<file path="src/rtl/mc_control_fsm.sv">
// Multicycle MIPS main controller: Moore FSM driving the datapath, with a Mealy branch enable,
// a retired-instruction counter and a one-cycle illegal-instruction pulse.
module mc_control_fsm #(
    parameter int CNT_W = 32
) (
    input  logic             Clk,
    input  logic             Rst,
    input  logic [5:0]       OpCode,
    input  logic [5:0]       Function,
    input  logic             Zero,
    output logic             IorD,
    output logic             MemRead,
    output logic             MemWrite,
    output logic             MemtoReg,
    output logic             IRWrite,
    output logic             RegDst,
    output logic             RegWrite,
    output logic             ALUSrcA,
    output logic             PCSel,
    output logic             Jr,
    output logic             Jal,
    output logic [1:0]       PCSource,
    output logic [1:0]       ALUSrcB,
    output logic [2:0]       ALUCtrl,
    output logic             Illegal,
    output logic [CNT_W-1:0] InstrCount
);

    typedef enum logic [3:0] {
        S_FETCH, S_DECODE, S_MEMADR, S_MEMRD, S_MEMWB, S_MEMWR, S_EXEC,
        S_RWB, S_BRANCH, S_JUMP, S_JAL, S_JR, S_ADDIEX, S_ADDIWB
    } state_t;

    typedef struct packed {
        logic       iord;
        logic       mem_read;
        logic       mem_write;
        logic       memto_reg;
        logic       ir_write;
        logic       reg_dst;
        logic       reg_write;
        logic       alu_src_a;
        logic       pc_sel;
        logic       jr;
        logic       jal;
        logic [1:0] pc_source;
        logic [1:0] alu_src_b;
        logic [2:0] alu_ctrl;
        logic       illegal;
    } ctl_t;

    localparam logic [2:0] ALU_AND = 3'b000;
    localparam logic [2:0] ALU_OR  = 3'b001;
    localparam logic [2:0] ALU_ADD = 3'b010;
    localparam logic [2:0] ALU_SUB = 3'b110;
    localparam logic [2:0] ALU_SLT = 3'b111;

    state_t           state;
    state_t           next_state;
    ctl_t             ctl;
    ctl_t             ctl_out;
    logic [CNT_W-1:0] instr_cnt;
    logic             retire;

    always_ff @(posedge Clk) begin
        if (Rst) begin
            state     <= S_FETCH;
            instr_cnt <= '0;
        end else begin
            state <= next_state;
            if (retire)
                instr_cnt <= instr_cnt + 1'b1;
        end
    end

    always_comb begin
        next_state = state;
        ctl        = '0;
        case (state)
            S_FETCH: begin
                ctl.mem_read  = 1'b1;
                ctl.ir_write  = 1'b1;
                ctl.alu_src_b = 2'b01;
                ctl.alu_ctrl  = ALU_ADD;
                ctl.pc_sel    = 1'b1;
                next_state    = S_DECODE;
            end
            S_DECODE: begin
                // Branch target is computed speculatively into ALUOut here.
                ctl.alu_src_b = 2'b11;
                ctl.alu_ctrl  = ALU_ADD;
                case (OpCode)
                    6'h23, 6'h2B: next_state = S_MEMADR;
                    6'h00: begin
                        case (Function)
                            6'h08:                             next_state = S_JR;
                            6'h20, 6'h22, 6'h24, 6'h25, 6'h2A: next_state = S_EXEC;
                            default: begin
                                ctl.illegal = 1'b1;
                                next_state  = S_FETCH;
                            end
                        endcase
                    end
                    6'h04, 6'h05: next_state = S_BRANCH;
                    6'h02:        next_state = S_JUMP;
                    6'h03:        next_state = S_JAL;
                    6'h08:        next_state = S_ADDIEX;
                    default: begin
                        ctl.illegal = 1'b1;
                        next_state  = S_FETCH;
                    end
                endcase
            end
            S_MEMADR: begin
                ctl.alu_src_a = 1'b1;
                ctl.alu_src_b = 2'b10;
                ctl.alu_ctrl  = ALU_ADD;
                next_state    = (OpCode == 6'h23) ? S_MEMRD : S_MEMWR;
            end
            S_MEMRD: begin
                ctl.iord     = 1'b1;
                ctl.mem_read = 1'b1;
                next_state   = S_MEMWB;
            end
            S_MEMWB: begin
                ctl.reg_write = 1'b1;
                ctl.memto_reg = 1'b1;
                next_state    = S_FETCH;
            end
            S_MEMWR: begin
                ctl.iord      = 1'b1;
                ctl.mem_write = 1'b1;
                next_state    = S_FETCH;
            end
            S_EXEC: begin
                ctl.alu_src_a = 1'b1;
                case (Function)
                    6'h22:   ctl.alu_ctrl = ALU_SUB;
                    6'h24:   ctl.alu_ctrl = ALU_AND;
                    6'h25:   ctl.alu_ctrl = ALU_OR;
                    6'h2A:   ctl.alu_ctrl = ALU_SLT;
                    default: ctl.alu_ctrl = ALU_ADD;
                endcase
                next_state = S_RWB;
            end
            S_RWB: begin
                ctl.reg_dst   = 1'b1;
                ctl.reg_write = 1'b1;
                next_state    = S_FETCH;
            end
            S_BRANCH: begin
                ctl.alu_src_a = 1'b1;
                ctl.alu_ctrl  = ALU_SUB;
                ctl.pc_source = 2'b01;
                // Mealy: PC write follows the live zero flag of the compare.
                ctl.pc_sel    = (OpCode == 6'h05) ? ~Zero : Zero;
                next_state    = S_FETCH;
            end
            S_JUMP: begin
                ctl.pc_sel    = 1'b1;
                ctl.pc_source = 2'b10;
                next_state    = S_FETCH;
            end
            S_JAL: begin
                ctl.pc_sel    = 1'b1;
                ctl.pc_source = 2'b10;
                ctl.reg_write = 1'b1;
                ctl.jal       = 1'b1;
                next_state    = S_FETCH;
            end
            S_JR: begin
                ctl.jr     = 1'b1;
                next_state = S_FETCH;
            end
            S_ADDIEX: begin
                ctl.alu_src_a = 1'b1;
                ctl.alu_src_b = 2'b10;
                ctl.alu_ctrl  = ALU_ADD;
                next_state    = S_ADDIWB;
            end
            S_ADDIWB: begin
                ctl.reg_write = 1'b1;
                next_state    = S_FETCH;
            end
            default: next_state = S_FETCH;
        endcase
    end

    assign retire = (state != S_FETCH) && (next_state == S_FETCH) && !ctl.illegal;

    // Reset forces every control low in the same cycle so an aborted instruction writes nothing.
    assign ctl_out    = Rst ? '0 : ctl;
    assign InstrCount = Rst ? '0 : instr_cnt;

    assign IorD     = ctl_out.iord;
    assign MemRead  = ctl_out.mem_read;
    assign MemWrite = ctl_out.mem_write;
    assign MemtoReg = ctl_out.memto_reg;
    assign IRWrite  = ctl_out.ir_write;
    assign RegDst   = ctl_out.reg_dst;
    assign RegWrite = ctl_out.reg_write;
    assign ALUSrcA  = ctl_out.alu_src_a;
    assign PCSel    = ctl_out.pc_sel;
    assign Jr       = ctl_out.jr;
    assign Jal      = ctl_out.jal;
    assign PCSource = ctl_out.pc_source;
    assign ALUSrcB  = ctl_out.alu_src_b;
    assign ALUCtrl  = ctl_out.alu_ctrl;
    assign Illegal  = ctl_out.illegal;

endmodule

</file>
<file path="config.mk">
export PLATFORM = sky130hd
export DESIGN_NAME = mc_control_fsm
export DESIGN_NICKNAME = d
export VERILOG_FILES = /design/src/rtl/mc_control_fsm.sv
export SDC_FILE = /design/constraint.sdc
export NUM_CORES = 1
export LEC_CHECK = 0
export CAP_MARGIN = 0
export CORE_ASPECT_RATIO = 2
export CORE_UTILIZATION = 35
export CTS_CLUSTER_DIAMETER = 100
export DETAILED_ROUTE_END_ITERATION = 8
export HOLD_SLACK_MARGIN = 0.08
export SYNTH_ARGS = -nofsm -noshare
export SYNTH_HDL_FRONTEND = slang
export SYNTH_SLANG_ARGS = --single-unit
</file>
<file path="constraint.sdc">
create_clock -name Clk -period 1.89 [get_ports Clk]
set_input_delay 0.189 -clock Clk [delete_from_list [all_inputs] [get_ports Clk]]
set_output_delay 0.189 -clock Clk [all_outputs]
set_load 0.02 [all_outputs]
</file>
# After elaboration in Yosys (flattened, before gate mapping)
# Index checks and enable logic that the tools add are counted.
[word_totals]
regBits = 36
in_bits = 15
output_inout_bits = 51
wordCells = 75
[op_classes]
addsub = 1
n_eq_ne = 26
mux = 25
n_bitwise = 1
reduce_logical = 20
[op_table]
columns = ["operator", "n"]
rows = [
  ["one-hot mux 4 bit (6 select lines)", 2],
  ["equality test 6 bit, second input constant", 7],
  ["adder 32 x 1 -> 32 bit, second input constant", 1],
  ["two-way mux 32 bit", 1],
  ["equality test 4 bit, second input constant", 6],
  ["two-way mux 19 bit", 1],
  ["equality test 4 x 3 -> 1 bit, second input constant", 4],
  ["two-way mux 1 bit", 13],
  ["equality test 6 x 2 -> 1 bit, second input constant", 2],
  ["equality test 6 x 3 -> 1 bit, second input constant", 2],
  ["equality test 6 x 4 -> 1 bit, second input constant", 2],
  ["one-hot mux 3 bit (4 select lines)", 1],
  ["OR reduction 2 bit", 6],
  ["OR reduction 4 bit", 3],
  ["one-hot mux 3 bit (3 select lines)", 1],
  ["equality test 4 x 2 -> 1 bit, second input constant", 2],
  ["zero test 4 bit", 2],
  ["one-hot mux 4 bit (2 select lines)", 1],
  ["OR reduction 7 bit", 1],
  ["zero test 6 bit", 1],
  ["one-hot mux 2 bit (3 select lines)", 1],
  ["OR reduction 6 bit", 1],
  ["OR reduction 5 bit", 1],
  ["equality test 4 x 1 -> 1 bit, second input constant", 1],
  ["8 further kinds", 10],
]

# Longest topological paths before layout
# Gate-level depths: netlist (run 1).
[depth]
ltp_word = 8
ltp_mapped = 7
mapped_depth_nobuf = 6

# Worst setup path before layout (run 1)
# No wires, ideal clock.
[synth_path]
path_type = "flip-flop to flip-flop"
from = "register state[0]"
to = "register instr_cnt[31]"
setup_ns = 0.060
t_arrival_ns = 1.871
required_ns = 1.830
path_slack_ns = -0.041
path_stages_with_launch = 8
n_path_buf = 2
synth_period_minus_slack_ns = 1.931
path_cell_list = "dfxtp_1 > nand2b_1 > buf_2 > a21oi_2 > or4_1 > buf_2 > or4_1 > nand2_1"
[synth_between]
elab_chain_cells = 5
elab_cells_between_ends = 13
classes_between = "5 x eq/ne; 2 x mux; 6 x reduce/logical"
[synth_lines]
columns = ["element", "line", "source"]
rows = [
  ["start, declared", "58", "state_t state;"],
  ["start signal, assigned", "70", "state <= next_state;"],
  ["equality test 4 bit (tied with other cells)", "79", "case (state)"],
  ["one-hot mux 4 bit (6 select lines)", "79", ""],
  ["zero test 4 bit", "189", "assign retire = (state != S_FETCH) && (next_state == S_FETCH) && !ctl.illegal;"],
  ["logical AND 1 bit", "189", ""],
  ["logical AND 1 bit (*)", "189", ""],
  ["end signal, assigned", "72", "instr_cnt <= instr_cnt + 1'b1;"],
  ["end, declared", "62", "logic [CNT_W-1:0] instr_cnt;"],
]
# Every way passes the cells marked *; elsewhere a longest branch is shown, timed or not.
# A chain may end at the register's enable or synchronous reset.

# Worst setup path in the final report (run 1)
[layout_path]
from = "input OpCode[2]"
to = "output PCSel"
[layout_between]
elab_chain_cells = 4
[layout_lines]
columns = ["element", "line", "source"]
rows = [
  ["start, declared", "8", "input logic [5:0] OpCode,"],
  ["equality test 6 x 3 -> 1 bit", "156", "ctl.pc_sel = (OpCode == 6'h05) ? ~Zero : Zero;"],
  ["two-way mux 1 bit", "156", ""],
  ["one-hot mux 1 bit (2 select lines)", "79", ""],
  ["two-way mux 19 bit", "192", "assign ctl_out = Rst ? '0 : ctl;"],
  ["end, declared", "19", "output logic PCSel,"],
]
# Every way passes these cells.

==> metrics.md, run 1 <==
| Metric | Value |
|---|---|
| TritonRoute pass-1 iters | `4` |
| Largest net degree at the start of global routing | `50` |
| Synth Area in XOR/XNOR | `under 10%` |
| CTS Buf Count | `5` |
| Leakage power | `around 1.7 nW` |
| Count of final setup violators | `0` |
| Worst vdd ir | `0.0003595 V` |
| Synthesis-to-layout area growth | `67.58%` |
| Outcome | `finished, final reports clean` |
| Synth top area share | `between 20% and 30%` |
| Placed insts | `560` |
| Yosys top cell by area | `dfxtp_1` |
| Routing usage on met1 | `20.96%` |
| Layout Utilization | `60.75%` |
| Slew headroom | `67.93%` |
| #FFs+latches synth | `36` |
| Most frequent cell after synthesis | `nor2_1` |
| Clk_skew | `0.002913 ns` |
| Vias in the first global route | `approximately 2,900` |
| WL final | `8.346 mm` |
| Tot GR Track Use | `a little under a quarter` |
| Placer Congestion | `0.8808` |
| Hold EP | `state[3]` |
| Fin crit period | `about 1.8 ns` |
| Syn nets | `~360` |
| F_max | `543.3 MHz` |
| Number of cells on the worst hold path | `3` |
| Top post-synthesis cells by count | `nor2_1 (52), dfxtp_1 (36), nor2b_1 (33)` |
| CP endpoint kind | `primary output` |
| Synthesized area per cell | `between 7 and 8 um^2` |
| Non-filler instance count after layout | `around 570` |
| Synth Flop Type | `dfxtp_1` |
| Ys Warns | `0` |
| Clock latency at the later pin of the worst-skew pair | `0.28 ns` |
| Number of remaining DRC errors | `0` |
| Share of the yosys chip area belonging to registers | `about 29%` |
| Antenna-violating nets left | `0` |
| Core area | `6940 um^2` |
| Reg2reg start | `instr_cnt[5]` |
| Die area | `7553 um^2` |
| Largest family of logic cells by synthesized area | `simple AND/OR/NAND/NOR gates` |
| Crit Path Class | `primary input to primary output` |
| Max Cap Viol | `0` |
| Adder-Cell Fraction of Synth Area | `0.4973%` |
| Clock-pin transition on the worst setup and hold timing paths | `0.06 ns` |
| Initial antenna violation count | `0` |
| Reg2Reg Depth | `5` |
| Hold Crit Start | `Rst` |
| Routed via count | `2,961` |
| Slowest stage delay, CP | `roughly 0.47 ns` |
| # diodes | `0` |
| Floorplan row count | `43` |
| Vias per inst | `5.168` |
| Synth unique cells | `49` |
| Compound-Gate Fraction of Synth Area | `between 10% and 20%` |
| Worst Setup Start Kind | `primary input` |
| 1st-iter DRT viols | `approximately 100` |
| Share of layout cells above drive strength 1 | `33.13%` |
| Post-Synthesis Cells | `roughly 340` |
| M3 GR Usage | `3.503%` |
| Async set-reset flop share out of synthesis | `0%` |
| Placed wire-length estimate | `about 6.5 mm` |
| CTS Buffer Depth | `2` |
| Clock sinks | `36` |
| Initial core utilization | `36.25%` |
| Port Buf Inserts | `65` |
| CP arrival | `about 1.7 ns` |
| Post-place setup slack | `-0.3755 ns` |
| Register-to-register setup slack | `roughly 0.06 ns` |
| WL/cell | `14.57 um` |
| Hold Fails Final Rpt | `0` |
| GRT busiest layer | `met2` |
| PnR worst setup slack | `0.04926 ns` |
| First-pass GRT wire length | `13.24 mm` |
| Ports | `between 60 and 70` |
| Synth top area cells | `dfxtp_1 (29%), nor2b_1 (8.2%), nor2_1 (7.8%), xnor2_1 (5.6%), nand4_1 (4.0%)` |
| Cell Chain, Critical Path | `clkdlybuf4s50_1 > nor2b_1 > nand3_2 > xor2_1 > a21oi_1 > o21a_1 > clkdlybuf4s15_2` |
| Grt met2 use | `47.41%` |
| Slew @ Worst Pin | `0.4774 ns` |
| Synthesized area | `2516 um^2` |
| Slowest cell on crit path | `clkdlybuf4s50_1` |
| RSZ-0062 raised after global routing | `true` |
| EDFF count, synth | `0` |
| Simple-Gate Fraction of Synth Area | `43.61%` |
| Die width | `61.96 um` |
| Clk root buf | `clkbuf_16` |
| Final slew viol count | `0` |
| Fin crit share | `between 90% and 100%` |
| Pwr Density | `478.2 nW/um^2` |
| Min-delay worst type | `primary input to register` |
| CTS tree | `done` |
| H-tree depth | `2` |
| Critical path required time | `1.70 ns` |
| Post-cts hold buffer count | `0` |
| Mux share of post-synthesis cell area | `2.188%` |
| NumNets Final | `roughly 500` |
| CP Max Fanout | `2` |
| Grt ovf | `0` |
| Die Ht | `121.9 um` |
| R2r endpoint | `instr_cnt[28]` |
[through the flow]
step | area (um^2) | TNS, ns | power (W) | hold slack (ns)
CTS | 4095 | 0 | 0.002033 | 0.3064
finish | 4217 | 0 | 0.002016 | 0.3014
global placement | 3867 | -3.141 | 0.001019 | 0.4849
global route | 4217 | -0.09681 | 0.002087 | 0.3085
detailed placement | 3867 | -3.311 | 0.001020 | 0.5067
floorplan | 2535 | -0.003061 | 0.0008828 | 0.3604
[how the worst max path moves through the flow]
| stage | from | slack, ns | end | depth (start not counted) |
|---|---|---|---|---|
| 5_1_grt | Function[2] | -0.04 | ALUCtrl[1] | 7 |
| 4_1_cts | state[2] | 0.005 | Jr | 6 |
| 2_1_floorplan | instr_cnt[7] | -0.003 | instr_cnt[31] | 6 |
| 3_3_place_gp | Function[1] | -0.39 | Illegal | 7 |
| 6_report | OpCode[2] | 0.05 | PCSel | 7 |
| 3_5_place_dp | OpCode[0] | -0.38 | PCSel | 7 |
[state kept, by name, summed over array words and instances (netlist names)]
signal     flops
instr_cnt     32
state          4
[layout by cell type (no fill, tap or decap), types with 4 or more instances in the layout]
master and n:
dfxtp_2 13, nand4_1 16, nand2b_1 6, nor2b_1 30
nor3_1 14, nor2_1 49, nand2_1 16, xor2_1 9
dfxtp_1 20, a31oi_1 4, clkdlybuf4s50_1 43, buf_4 87
clkbuf_16 5, o21ai_0 7, a21oi_1 13, inv_1 7
buf_2 6, nor4_1 5, nand3_1 15, xnor2_1 16
and3_1 5, dlygate4sd2_1 7
[cells by family after synthesis]
logic type,Yosys count
AO/OA/AOI/OAI,47
XOR/XNOR,25
adder cells (fa/ha/maj),1
buffers and inverters,29
flip-flops,36
multiplexers,5
AND/OR/NAND/NOR,199
[per-layer routing]
metal | vias up | share of wire (%) | wire [um]
li1 | 1493 | - | -
met1 | 1370 | 33 | 2774
met2 | 76 | 61 | 5068
met3 | 22 | 2.5 | 205
met4 | 0 | 3.6 | 297
met5 | - | 0 | 0
[where the power goes]
group | switching (W) | total [W] | leakage, nW | internal [W]
logic | 0.000121 | 0.000245 | 1.31 | 0.000124
registers | 0.00000332 | 0.000761 | 0.299 | 0.000758
clock network | 0.000316 | 0.00101 | 0.0901 | 0.000694
[critical path, delay by kind of cell]
family	cells	cell delay [ns]
compound gates	2	0.26
xor+xnor	1	0.16
buf+inv	2	0.72
simple gates	2	0.32
[timing repair]
item | in CTS | in global routing
gates cloned | 0 | 0
resized for setup | 56 | 44
endpoints found under the setup margin | 25 | 20
pin swaps | 1 | 10
buffers inserted | 0 | 5
[final cells by class]
type,count,area (um^2)
Clock buffer,7,152.6
Clock inverter,1,30.03
Fill cell,624,2724
Inverter,7,26.28
Multi-Input combinational cell,277,1833
Sequential cell,36,748.2
Tap cell,90,112.6
Timing Repair Buffer,155,1314
No activity file was read; power rests on OpenSTA's default activity.
==> inputs of run 2 (changes only) <==
--- a/config.mk
+++ b/config.mk
@@ -7,10 +7,11 @@
 export LEC_CHECK = 0
 export CAP_MARGIN = 0
 export CORE_ASPECT_RATIO = 2
-export CORE_UTILIZATION = 35
+export CORE_UTILIZATION = 44
 export CTS_CLUSTER_DIAMETER = 100
 export DETAILED_ROUTE_END_ITERATION = 8
 export HOLD_SLACK_MARGIN = 0.08
+export PLACE_DENSITY = 0.76
 export SYNTH_ARGS = -nofsm -noshare
 export SYNTH_HDL_FRONTEND = slang
 export SYNTH_SLANG_ARGS = --single-unit
==> run 2 against run 1 <==
Compared with the run above: sequential power hardly changed; power down 17%; combinational power fell by 8.2%; via count rose by 1.7%; clock-buffer cell count fell by 2; worst hold slack improved by 0.024 ns; critical path type is now register to primary output; critical endpoint is now MemRead; largest cell class unchanged; highest routed layer unchanged.
==> metrics.md, run 2 (synthesis gave the netlist of run 1 again) <==
| Metric | Value |
|---|---|
| Most flops, register | `instr_cnt` |
| Floorplan row count | `38` |
| Die area | `6043 um^2` |
| Fin crit period | `1.851 ns` |
| Leakage power | `1.577 nW` |
| Crit Path Class | `register to primary output` |
| Routed via count | `3,012` |
| Outcome | `finished, final reports clean` |
| CP Max Fanout | `6` |
| Final slew viol count | `0` |
| H-tree depth | `2` |
| Synthesis-to-layout area growth | `55.64%` |
| Share of layout cells above drive strength 1 | `28.33%` |
| CTS tree | `done` |
| Clock sinks | `36` |
| Clk pwr share | `41.3%` |
| CTS Buf Count | `5` |
| Critical path required time | `1.70 ns` |
| F_max | `540.3 MHz` |
| Ports | `66` |
| Die width | `around 55 um` |
| Post-place setup slack | `-0.5231 ns` |
| Slew @ Worst Pin | `roughly 0.46 ns` |
| Initial core utilization | `between 40% and 50%` |
| Max Cap Viol | `0` |
| Port Buf Inserts | `65` |
| RSZ-0062 raised after global routing | `true` |
| Core area | `5468 um^2` |
| Clock latency at the later pin of the worst-skew pair | `a little over 0.3 ns` |
| Antenna-violating nets left | `0` |
| Largest net degree at the start of global routing | `51` |
| CP endpoint kind | `primary output` |
| Commonest non-fill, non-tap cells in the layout | `buf_4 (71), nor2_1 (49), clkdlybuf4s50_1 (40)` |
| PnR worst setup slack | `0.03923 ns` |
| Non-filler instance count after layout | `526` |
| Register-to-register setup slack | `around 0.060 ns` |
| # diodes | `0` |
| Placed insts | `518` |
| Seq pwr share | `45.4%` |
| Worst vdd ir | `0.0007221 V` |
| Min-delay worst type | `primary input to register` |
| First-pass GRT wire length | `13.10 mm` |
| WL/cell | `15.53 um` |
| Sw frac | `25.36%` |
| Pwr Density | `429.2 nW/um^2` |
| Tot GR Track Use | `~28%` |
| Post-cts hold buffer count | `0` |
| Initial antenna violation count | `0` |
| TritonRoute pass-1 iters | `4` |
| Comb power frac | `around 13%` |
| Clk_skew | `0.005298 ns` |
| 1st-iter DRT viols | `roughly 110` |
| Placer Congestion | `approximately 0.96` |
| Placed wire-length estimate | `6.239 mm` |
| Count of final setup violators | `0` |
| WL final | `8.168 mm` |
| Die Ht | `108.9 um` |
| Net switching power | `0.0004263 W` |
| NumNets Final | `481` |
| Fin crit share | `97.92%` |
| Grt ovf | `0` |
| Biggest regs | `instr_cnt: 32 flops, state: 4 flops` |
| CTS Buffer Depth | `2` |
| Hold Fails Final Rpt | `0` |
| Most common cell after layout, fill and taps aside | `buf_4` |
| Pint | `0.001255 W` |
| Clock-pin transition on the worst setup and hold timing paths | `around 0.080 ns` |
| Vias in the first global route | `about 3,000` |
| Max reg flops | `32` |
| Vias per inst | `5.726` |
| Number of remaining DRC errors | `0` |
| Slew headroom | `69.20%` |
| Clk root buf | `clkbuf_8` |
| CP arrival | `1.66 ns` |
| Worst Setup Start Kind | `register` |
[run 2: repair_timing]
action | 4_1_cts | 5_1_grt
setup buffers | 0 | 0
setup endpoints to repair | 24 | 24
resized for setup | 45 | 41
pin swaps | 1 | 0
[run 2: stage by stage]
step / hold slack [ns] / power, W / area, um^2 / util [%] / setup TNS, ns
after floorplan: 0.3604 / 0.0008828 / 2535 / - / -0.003061
after global placement: 0.4875 / 0.0009960 / 3727 / 68.17 / -1.927
after detailed placement: 0.5132 / 0.001001 / 3727 / 68.17 / -2.304
after CTS: 0.3123 / 0.001686 / 3849 / 70.39 / -0.3099
after global routing: 0.3391 / 0.001733 / 3916 / 71.62 / -0.03093
final: 0.3258 / 0.001681 / 3916 / 71.62 / 0
[run 2: power groups by stage]
| stage | logic (W) | clock network, W | registers (W) |
|---|---|---|---|
| after floorplan | 0.000104 | 0 | 0.000779 |
| after global placement | 0.000216 | 0 | 0.000780 |
| after detailed placement | 0.000221 | 0 | 0.000780 |
| after CTS | 0.000216 | 0.000707 | 0.000762 |
| after global routing | 0.000242 | 0.000728 | 0.000763 |
| final | 0.000225 | 0.000694 | 0.000762 |
[run 2: layout make-up]
class,instances,area (um^2)
Inverter,7,26.28
Fill cell,462,1551
Sequential cell,36,734.5
Timing Repair Buffer,138,1179
Clock buffer,5,68.82
Clock inverter,3,42.54
Tap cell,60,75.07
Multi-Input combinational cell,277,1790
[run 2: critical path, cell delays in order, from the launching register on]
cell,delay (ns)
dfxtp_2,0.35
or3_1,0.48
and3b_1,0.26
clkdlybuf4s15_2,0.26
[run 2: path summary, 6_finish.rpt]
| path | depth (start not counted) | to | start |
|---|---|---|---|
| worst max-delay path | 3 | MemRead | state[2] |
| worst min-delay path | 3 | state[3] | Rst |
| worst max register to register | 5 | instr_cnt[31] | instr_cnt[6] |
| worst min register to register | 2 | instr_cnt[29] | instr_cnt[29] |
[run 2: per-layer routing]
metal	wire [um]	part of all wire [%]	global-route usage (%)	up-vias
li1	-	-	-	1461
met1	2743	34	25.75	1392
met2	4610	56	51.81	108
met3	227	2.8	3.321	51
met4	586	7.2	24.29	0
met5	0	0	0	-
